**src/rtl/mac_row_seq.sv**
```systemverilog
// One multiprecision multiply-accumulate row R = A*b + C, sequenced limb by limb
// through an external fixed-latency 64-bit MADDL/MADDH multiplier.
module mac_row_seq #(
  parameter int LIMBS = 8,
  parameter int LAT   = 2
) (
  input  logic        clock,
  input  logic        reset,
  input  logic        start,
  input  logic        ld_valid,
  input  logic [1:0]  ld_sel,
  input  logic [2:0]  ld_idx,
  input  logic [63:0] ld_data,
  output logic        busy,
  output logic        done,
  output logic        err,
  input  logic [3:0]  rd_idx,
  output logic [63:0] rd_data,
  output logic        mul_req_valid,
  output logic        mul_req_dw,
  output logic [5:0]  mul_req_fn,
  output logic [4:0]  mul_req_tag,
  output logic [63:0] mul_req_in1,
  output logic [63:0] mul_req_in2,
  output logic [63:0] mul_req_in3,
  input  logic [63:0] mul_resp_data,
  input  logic [4:0]  mul_resp_tag
);

  localparam int KW = $clog2(2 * LIMBS);
  localparam int IW = $clog2(LIMBS);
  localparam int RW = $clog2(LIMBS + 1);
  localparam logic [5:0] FN_MADDL = 6'd50;
  localparam logic [5:0] FN_MADDH = 6'd51;

  typedef enum logic [2:0] {S_IDLE, S_ISSUE, S_DRAIN, S_FINAL, S_DONE} state_t;

  state_t state_reg, state_next;

  logic [63:0]    a_reg [LIMBS];
  logic [63:0]    c_reg [LIMBS];
  logic [63:0]    b_reg;
  logic [63:0]    r_reg [LIMBS+1];
  logic           carry_reg;
  logic [63:0]    hi_prev_reg;
  logic           err_reg;
  logic [KW-1:0]  k_reg;
  logic [LAT-1:0] pipe_valid_reg;
  logic [4:0]     pipe_tag_reg [LAT];

  logic [IW-1:0]  issue_idx;
  logic           k_last;
  logic [LAT-1:0] pipe_pending;
  logic           drain_empty;
  logic           resp_valid;
  logic [4:0]     resp_tag_exp;
  logic [3:0]     resp_idx;
  logic [64:0]    lo_sum;

  assign issue_idx    = IW'(k_reg >> 1);
  assign k_last       = (k_reg == KW'(2 * LIMBS - 1));
  // Entries not in the exit slot are still outstanding after this cycle.
  assign pipe_pending = LAT'(pipe_valid_reg << 1);
  assign drain_empty  = (pipe_pending == '0);
  assign resp_valid   = pipe_valid_reg[LAT-1];
  assign resp_tag_exp = pipe_tag_reg[LAT-1];
  assign resp_idx     = resp_tag_exp[3:0];
  assign err          = err_reg;
  assign mul_req_dw   = 1'b1;

  // State register
  always_ff @(posedge clock) begin
    if (reset) state_reg <= S_IDLE;
    else       state_reg <= state_next;
  end

  // Next-state logic
  always_comb begin
    state_next = state_reg;
    case (state_reg)
      S_IDLE:  if (start) state_next = S_ISSUE;
      S_ISSUE: if (k_last) state_next = S_DRAIN;
      S_DRAIN: if (drain_empty) state_next = S_FINAL;
      S_FINAL: state_next = S_DONE;
      S_DONE:  state_next = S_IDLE;
      default: state_next = S_IDLE;
    endcase
  end

  // Output logic
  always_comb begin
    busy          = 1'b0;
    done          = 1'b0;
    mul_req_valid = 1'b0;
    mul_req_fn    = '0;
    mul_req_tag   = '0;
    mul_req_in1   = '0;
    mul_req_in2   = '0;
    mul_req_in3   = '0;
    case (state_reg)
      S_ISSUE: begin
        busy          = 1'b1;
        mul_req_valid = 1'b1;
        mul_req_fn    = k_reg[0] ? FN_MADDH : FN_MADDL;
        mul_req_tag   = {k_reg[0], 4'(issue_idx)};
        mul_req_in1   = a_reg[issue_idx];
        mul_req_in2   = b_reg;
        mul_req_in3   = c_reg[issue_idx];
      end
      S_DRAIN, S_FINAL: busy = 1'b1;
      S_DONE:           done = 1'b1;
      default: ;
    endcase
  end

  // Operand registers: writable only while idle.
  always_ff @(posedge clock) begin
    if (state_reg == S_IDLE && ld_valid) begin
      case (ld_sel)
        2'd0: a_reg[ld_idx] <= ld_data;
        2'd1: c_reg[ld_idx] <= ld_data;
        2'd2: b_reg <= ld_data;
        default: ;
      endcase
    end
  end

  // Expected-response pipeline: slot 0 is entry, slot LAT-1 is exit.
  always_ff @(posedge clock) begin
    if (reset) begin
      pipe_valid_reg <= '0;
      for (int j = 0; j < LAT; j++) pipe_tag_reg[j] <= '0;
    end else begin
      pipe_valid_reg  <= LAT'({pipe_valid_reg, mul_req_valid});
      pipe_tag_reg[0] <= mul_req_tag;
      for (int j = 1; j < LAT; j++) pipe_tag_reg[j] <= pipe_tag_reg[j-1];
    end
  end

  // Limb 0 starts the chain with no incoming high word or carry.
  always_comb begin
    lo_sum = {1'b0, mul_resp_data};
    if (resp_idx != 4'd0)
      lo_sum = {1'b0, mul_resp_data} + {1'b0, hi_prev_reg} + {64'd0, carry_reg};
  end

  // Row datapath
  always_ff @(posedge clock) begin
    if (reset) begin
      for (int j = 0; j <= LIMBS; j++) r_reg[j] <= '0;
      carry_reg   <= 1'b0;
      hi_prev_reg <= '0;
      err_reg     <= 1'b0;
      k_reg       <= '0;
    end else begin
      case (state_reg)
        S_IDLE: begin
          if (start) begin
            for (int j = 0; j <= LIMBS; j++) r_reg[j] <= '0;
            carry_reg   <= 1'b0;
            hi_prev_reg <= '0;
            err_reg     <= 1'b0;
            k_reg       <= '0;
          end
        end
        S_ISSUE: k_reg <= k_reg + 1'b1;
        S_FINAL: r_reg[LIMBS] <= hi_prev_reg + {63'd0, carry_reg};
        default: ;
      endcase
      if (resp_valid) begin
        if (mul_resp_tag != resp_tag_exp) err_reg <= 1'b1;
        if (!resp_tag_exp[4]) begin
          r_reg[RW'(resp_idx)] <= lo_sum[63:0];
          carry_reg            <= lo_sum[64];
        end else begin
          hi_prev_reg <= mul_resp_data;
        end
      end
    end
  end

  always_comb begin
    rd_data = '0;
    if (int'(rd_idx) <= LIMBS) rd_data = r_reg[RW'(rd_idx)];
  end

endmodule

```
**config.mk**
```make
export PLATFORM = sky130hd
export DESIGN_NAME = mac_row_seq
export DESIGN_NICKNAME = d
export VERILOG_FILES = /design/src/rtl/mac_row_seq.sv
export SDC_FILE = /design/constraint.sdc
export NUM_CORES = 2
export LEC_CHECK = 0
export BUFFER_PORTS_ARGS = -buffer_cell sky130_fd_sc_hd__buf_2
export CORE_MARGIN = 3
export CORE_UTILIZATION = 33
export CTS_CLUSTER_SIZE = 24
export DETAILED_ROUTE_END_ITERATION = 6
export PLACE_DENSITY = 0.54
export RECOVER_POWER = 50
export SYNTH_ARGS = -nofsm -noshare
export SYNTH_HDL_FRONTEND = slang
export SYNTH_SLANG_ARGS = --single-unit
```
**constraint.sdc**
```tcl
create_clock -name clock -period 8 [get_ports clock]
set_clock_uncertainty 0.1 [all_clocks]
set_input_delay 0.8 -clock clock [delete_from_list [all_inputs] [get_ports clock]]
set_output_delay 0.8 -clock clock [all_outputs]
set_load 0.05 [all_outputs]
```
=== Yosys cells after proc, flatten, opt, wreduce, memory -nomap -nowiden ===
Memory sizes are Yosys's and may differ from the RTL's. A register that Yosys moved wholly into a read port is not among the register bits.
Cells that the tools add are included.

* Flip-flop bits (word level): 139
* Bits in writable memories: 1610
* Output and inout port bits: 272
* Logic and storage cells: 114
* Memories kept: 4

* Add/sub/neg operators: 4
* $lt $le $gt $ge: 1
* Equality and inequality tests: 11
* Muxes and demuxes: 65
* Bitwise gates (word level): 12
* Reductions and logical operators: 10

{| class="wikitable"
|+ Memory list
! memory !! depth !! width !! rd ports !! clocked after memory_dff !! write ports !! line !! text
|-
| r_reg || 9 || 64 || 1 || 0 || 10 || 43 || <nowiki>logic [63:0] r_reg [LIMBS+1];</nowiki>
|-
| a_reg || 8 || 64 || 1 || 1 || 1 || 40 || <nowiki>logic [63:0] a_reg [LIMBS];</nowiki>
|-
| c_reg || 8 || 64 || 1 || 1 || 1 || 41 || <nowiki>logic [63:0] c_reg [LIMBS];</nowiki>
|-
| pipe_tag_reg || 2 || 5 || 2 || 0 || 2 || 49 || <nowiki>logic [4:0] pipe_tag_reg [LAT];</nowiki>
|}

{| class="wikitable"
|+ Operators with widths
! cell !! number
|-
| 64-bit 2-to-1 mux || 18
|-
| 64-bit by 64-bit adder with 65-bit output || 1
|-
| 65-bit by 1-bit adder with 65-bit output || 1
|-
| 65-bit 2-to-1 mux || 1
|-
| 64-bit by 1-bit adder with 64-bit output || 1
|-
| 1-bit 2-to-1 mux || 32
|-
| 3-bit 2-to-1 mux || 7
|-
| 5-bit 2-to-1 mux || 3
|-
| 1-bit bitwise OR || 12
|-
| 3-bit case mux with 4 select lines || 1
|-
| 4-bit case mux with 2 select lines || 1
|-
| 3-bit by 2-bit == test with 1-bit output, second input constant || 2
|-
| 6-bit 2-to-1 mux || 1
|-
| 2-bit inequality test, second input constant || 3
|-
| 5-bit inequality test || 1
|-
| 4-bit by 1-bit adder with 4-bit output, second input constant || 1
|-
| 4-bit == test, second input constant || 1
|-
| 4-bit less-or-equal comparator, second input constant || 1
|-
| 2-bit logical NOT || 2
|-
| 4-bit 2-to-1 mux || 1
|-
| 2-bit AND reduction || 2
|-
| 4-bit nonzero test || 1
|-
| 3-bit by 1-bit == test with 1-bit output, second input constant || 1
|-
| 3-bit == test, second input constant || 1
|-
| 7 further kinds || 7
|}

=== Longest topological paths before layout ===
* Depth in word-level cells: 6
* Depth in mapped cells: 15
* Gate-level depth less buffers: 14

=== Worst setup path before layout ===
Ideal clock, no wire load.

* Path kind: input to register
* Start point: input port ld_idx[2]
* End point: memory a_reg[0][0], enable pin
* Setup time: 0.565 ns
* Data arrival time: 5.755 ns
* Data required time: 7.335 ns
* Slack: 1.580 ns
* Cell stages on the path: 2
* Buffers on the path: 0
* Cell sequence: or4_1 > nor3_1

{| class="wikitable"
|+ RTL lines
! item !! line !! text
|-
| start, declared || 12 || <nowiki>input logic [2:0] ld_idx,</nowiki>
|-
| end, declared || 40 ||
|}

Straight into the memory's write port.

==> reports/qor.csv <==
stage,metric,value,unit
synth,share of the yosys chip area belonging to registers,70.3,%
critical_path,sort of element at the start of the critical path,flip-flop,
critical_path,total buffers and inverters traversed by the critical path,3,
cells_and_area,max reg flops,576,
clock_network,post-CTS setup buffer count,0,
synth,cell type contributing the most total cell area after synthesis,sky130_fd_sc_hd__edfxtp_1,
status,violations in the final reports,"capacitance limit, slew limit",
critical_path,list of cells traversed by the critical path,"nand2b_1, nor2_4, clkbuf_1, nand4b_1, clkbuf_1, nand2_4, buf_4",
power_and_ir_drop,share of total power in sequential cells,51.0,%
synth,Synth Flop Type,sky130_fd_sc_hd__edfxtp_1,
critical_path,Slowest Stage Delay on Critical Path,1.86,ns
critical_path,cell repeated most along the worst path,sky130_fd_sc_hd__clkbuf_1,
status,result of the run,"finished, violations left",
cells_and_area,fraction of layout cells with a size suffix above 1,21.8,%
detailed_routing,number of search-and-repair iterations in the first detailed-routing pass,5,
critical_path,required time at the worst-slack endpoint,8.30,ns
grt,total grt overflow,0,
placement,routability congestion estimate,0.840,
synth,synthesis warning total,0,
floorplanning,area of the die,229000,um2
power_and_ir_drop,maximum vdd ir drop,203,uV
critical_path,slowest library cell on the worst path,sky130_fd_sc_hd__clkbuf_1,
clock_network,CTS HTree Levels,4,
synth,cell types with the largest area share after synthesis,"sky130_fd_sc_hd__edfxtp_1 68%, sky130_fd_sc_hd__mux4_2 12%, sky130_fd_sc_hd__nor2_1 3.6%",
power_and_ir_drop,internal power summed over all cells,0.0155,W
sta,Slew Limit Headroom,-161,%
power_and_ir_drop,Net Sw Power,0.00473,W
floorplanning,horizontal extent of the die,478,um
grt,wire length of the first global-routing pass,307,mm
clock_network,clock buffers created by TritonCTS,189,
power_and_ir_drop,share of power burned in combinational logic,6.4,%
clock_network,cts hold-fix bufs,0,
clock_network,library cell used as clock root buffer,sky130_fd_sc_hd__clkbuf_16,
synth,register bit total from synthesis,1750,
clock_network,clock-pin transition on the worst setup and hold timing paths,0.06,ns
placement,HPWL after DPL,128,mm
power_and_ir_drop,part of the total power dissipated in the clock network,42.6,%
synth,number of flops mapped to enable cells by yosys,1664,
sta,max-slew violations,835,
sta,final-report hold violation count,0,
floorplanning,initial standard-cell utilization of the core,33.3,%
cells_and_area,count of filler cells inserted in the layout,20500,
synth,most common cell in the netlist,sky130_fd_sc_hd__edfxtp_1,
critical_path,family with the most delay on the worst path,buffers and inverters,
grt,total global-route track usage,18.1,%
detailed_routing,wire length after detailed routing,211,mm
placement,# port buffers,413,
clock_network,CTS tree,done,
detailed_routing,final routed DRC violation total,0,
clock_network,clock network latency to the later pin of the worst-skew pair,0.83,ns
sta,Setup TNS,0,ns
clock_network,clock sink count,1750,
placement,area of placed instances,79200,um2
sta,post-route clock period utilization,77.1,%
sta,maximum frequency from static timing analysis,162,MHz
cells_and_area,Area Overhead vs Synth,15.8,%
synth,netlist area before placement,73500,um2
grt,initial antenna violation count,25,
power_and_ir_drop,static leakage,28.6,nW
detailed_routing,vias per inst,5.23,
power_and_ir_drop,power per standard cell area,237,nW/um2
synth,async set or reset register ratio after synthesis,0,%
detailed_routing,routed length per instance,26.3,um
detailed_routing,First DRT Iteration DRCs,3664,
clock_network,Max Buffers Root-to-Sink,3,
min_path,type of the tightest min-delay check,in -> reg,
synth,mean instance size in the synthesized netlist,16.5,um2
synth,cell types with the highest counts after synthesis,"1,664 x sky130_fd_sc_hd__edfxtp_1, 710 x sky130_fd_sc_hd__nor2_1, 384 x sky130_fd_sc_hd__mux4_2",
cells_and_area,post-route cell area,85100,um2
critical_path,CP arrival,6.46,ns
synth,fraction of synthesized cell area taken by the top area cell type,68.0,%
job,max-cap check violation count,26,
critical_path,maximum fanout along the worst path,40,
synth,count of mapped cells out of synthesis,4465,
floorplanning,Core ar.,221000,um2
cells_and_area,number of nets in the final layout,5100,
sta,crit path time final,6.17,ns
sta,count of final setup violators,0,
grt,number of global-route vias before repair,43200,
grt,maximum number of pins on one net before global-route repair,138,
floorplanning,vertical die dimension,478,um
floorplanning,ports placed on the boundary,418,
detailed_routing,total vias in the final route,41900,
critical_path,Setup Crit Path Kind,reg -> reg,
clock_network,"Gates resized, CTS repair",0,
critical_path,kind of capture point of the worst setup path,flip-flop,
power_and_ir_drop,switch share,23.4,%
detailed_routing,"antenna viol nets, final",0,
floorplanning,placement row count,172,
sta,RSZ-0062 raised after global routing,no,
sta,Worst-Margin Slew,3.91,ns
synth,unique cell type count in the Yosys netlist,79,
[metal layers]
metal	share of wire (%)	global-route usage, %	vias up
li1	-	-	18200
met1	42	24.1	22000
met2	49	30.1	1447
met3	7.0	3.84	324
met4	2.7	5.24	8
met5	0.026	0	-
[power by group through the flow]
stage	Combinational, W	Sequential, W	Clock (W)
global placement	0.00131	0.0105	0
detailed placement	0.00132	0.0105	0
floorplan	0.000803	0.0105	0
CTS	0.00133	0.0103	0.00879
finish	0.00130	0.0103	0.00860
global route	0.00138	0.0103	0.00916
[cell families after synthesis]
group	synth area share (%)
flip-flops	70.3
AND/OR/NAND/NOR	7.45
multiplexers	14.5
AO/OA/AOI/OAI	3.62
buffers and inverters	1.59
XOR/XNOR	1.40
adder cells (fa/ha/maj)	1.18
other	0.0102
[layout make-up]
class	instances	area, um2	area share (%)
Inverter	31	118	0.138
Timing Repair Buffer	497	2630	3.09
Multi-Input combinational cell	2417	20800	24.5
Tap cell	2958	3700	4.35
Antenna cell	16	40.0	0.0470
Clock buffer	239	4940	5.80
Clock inverter	104	1180	1.39
Sequential cell	1750	51700	60.7
[per-stage QoR]
stage / util [%] / cells / hold WS [ns] / setup WS [ns] / power (W)
2_1_floorplan: - / 4467 / 0.314 / 1.58 / 0.0113
3_3_place_gp: 35.9 / 7653 / 0.323 / 2.91 / 0.0118
3_5_place_dp: 35.9 / 7653 / 0.324 / 2.93 / 0.0118
4_1_cts: 38.7 / 7996 / 0.0764 / 3.30 / 0.0204
5_1_grt: 38.6 / 7998 / 0.110 / 1.70 / 0.0209
6_report: 38.6 / 8012 / 0.149 / 1.83 / 0.0202
[path summary, 6_finish.rpt]
kind,from,endpoint,slack (ns),cells past startpoint
setup / recovery,pipe_valid_reg[1]$_SDFF_PP0_,r_reg[3][57]$_SDFFCE_PN0P_,1.83,7
hold / removal,mul_resp_data[5],hi_prev_reg[5]$_SDFF_PP0_,0.15,2
setup reg to reg,pipe_valid_reg[1]$_SDFF_PP0_,r_reg[3][57]$_SDFFCE_PN0P_,1.83,7
hold reg to reg,pipe_tag_reg[0][4]$_SDFF_PP0_,pipe_tag_reg[0][9]$_SDFF_PP0_,0.33,1
[layout by cell type, fill, tap and decap left out, drive strengths merged, types with 15 or more instances in the layout]
master  synthesis  routed
inv            30      37
xor2           55      55
nand2         194     194
and3           74      74
clkbuf        204     328
ha             66      66
nand3          44      44
clkinv          1      79
a21oi         107     107
mux4          384     384
bufinv          0      15
edfxtp       1664    1664
diode           0      16
dfxtp          86      86
buf            65     408
nand4          32      32
or3            18      18
mux2i         196     196
o21ai         139     139
and2           80      80
nor2          710     710
a22o           61      61
xnor2          59      59
nor3           22      22
a21o           26      26
Power figures use the tool's default switching activity.
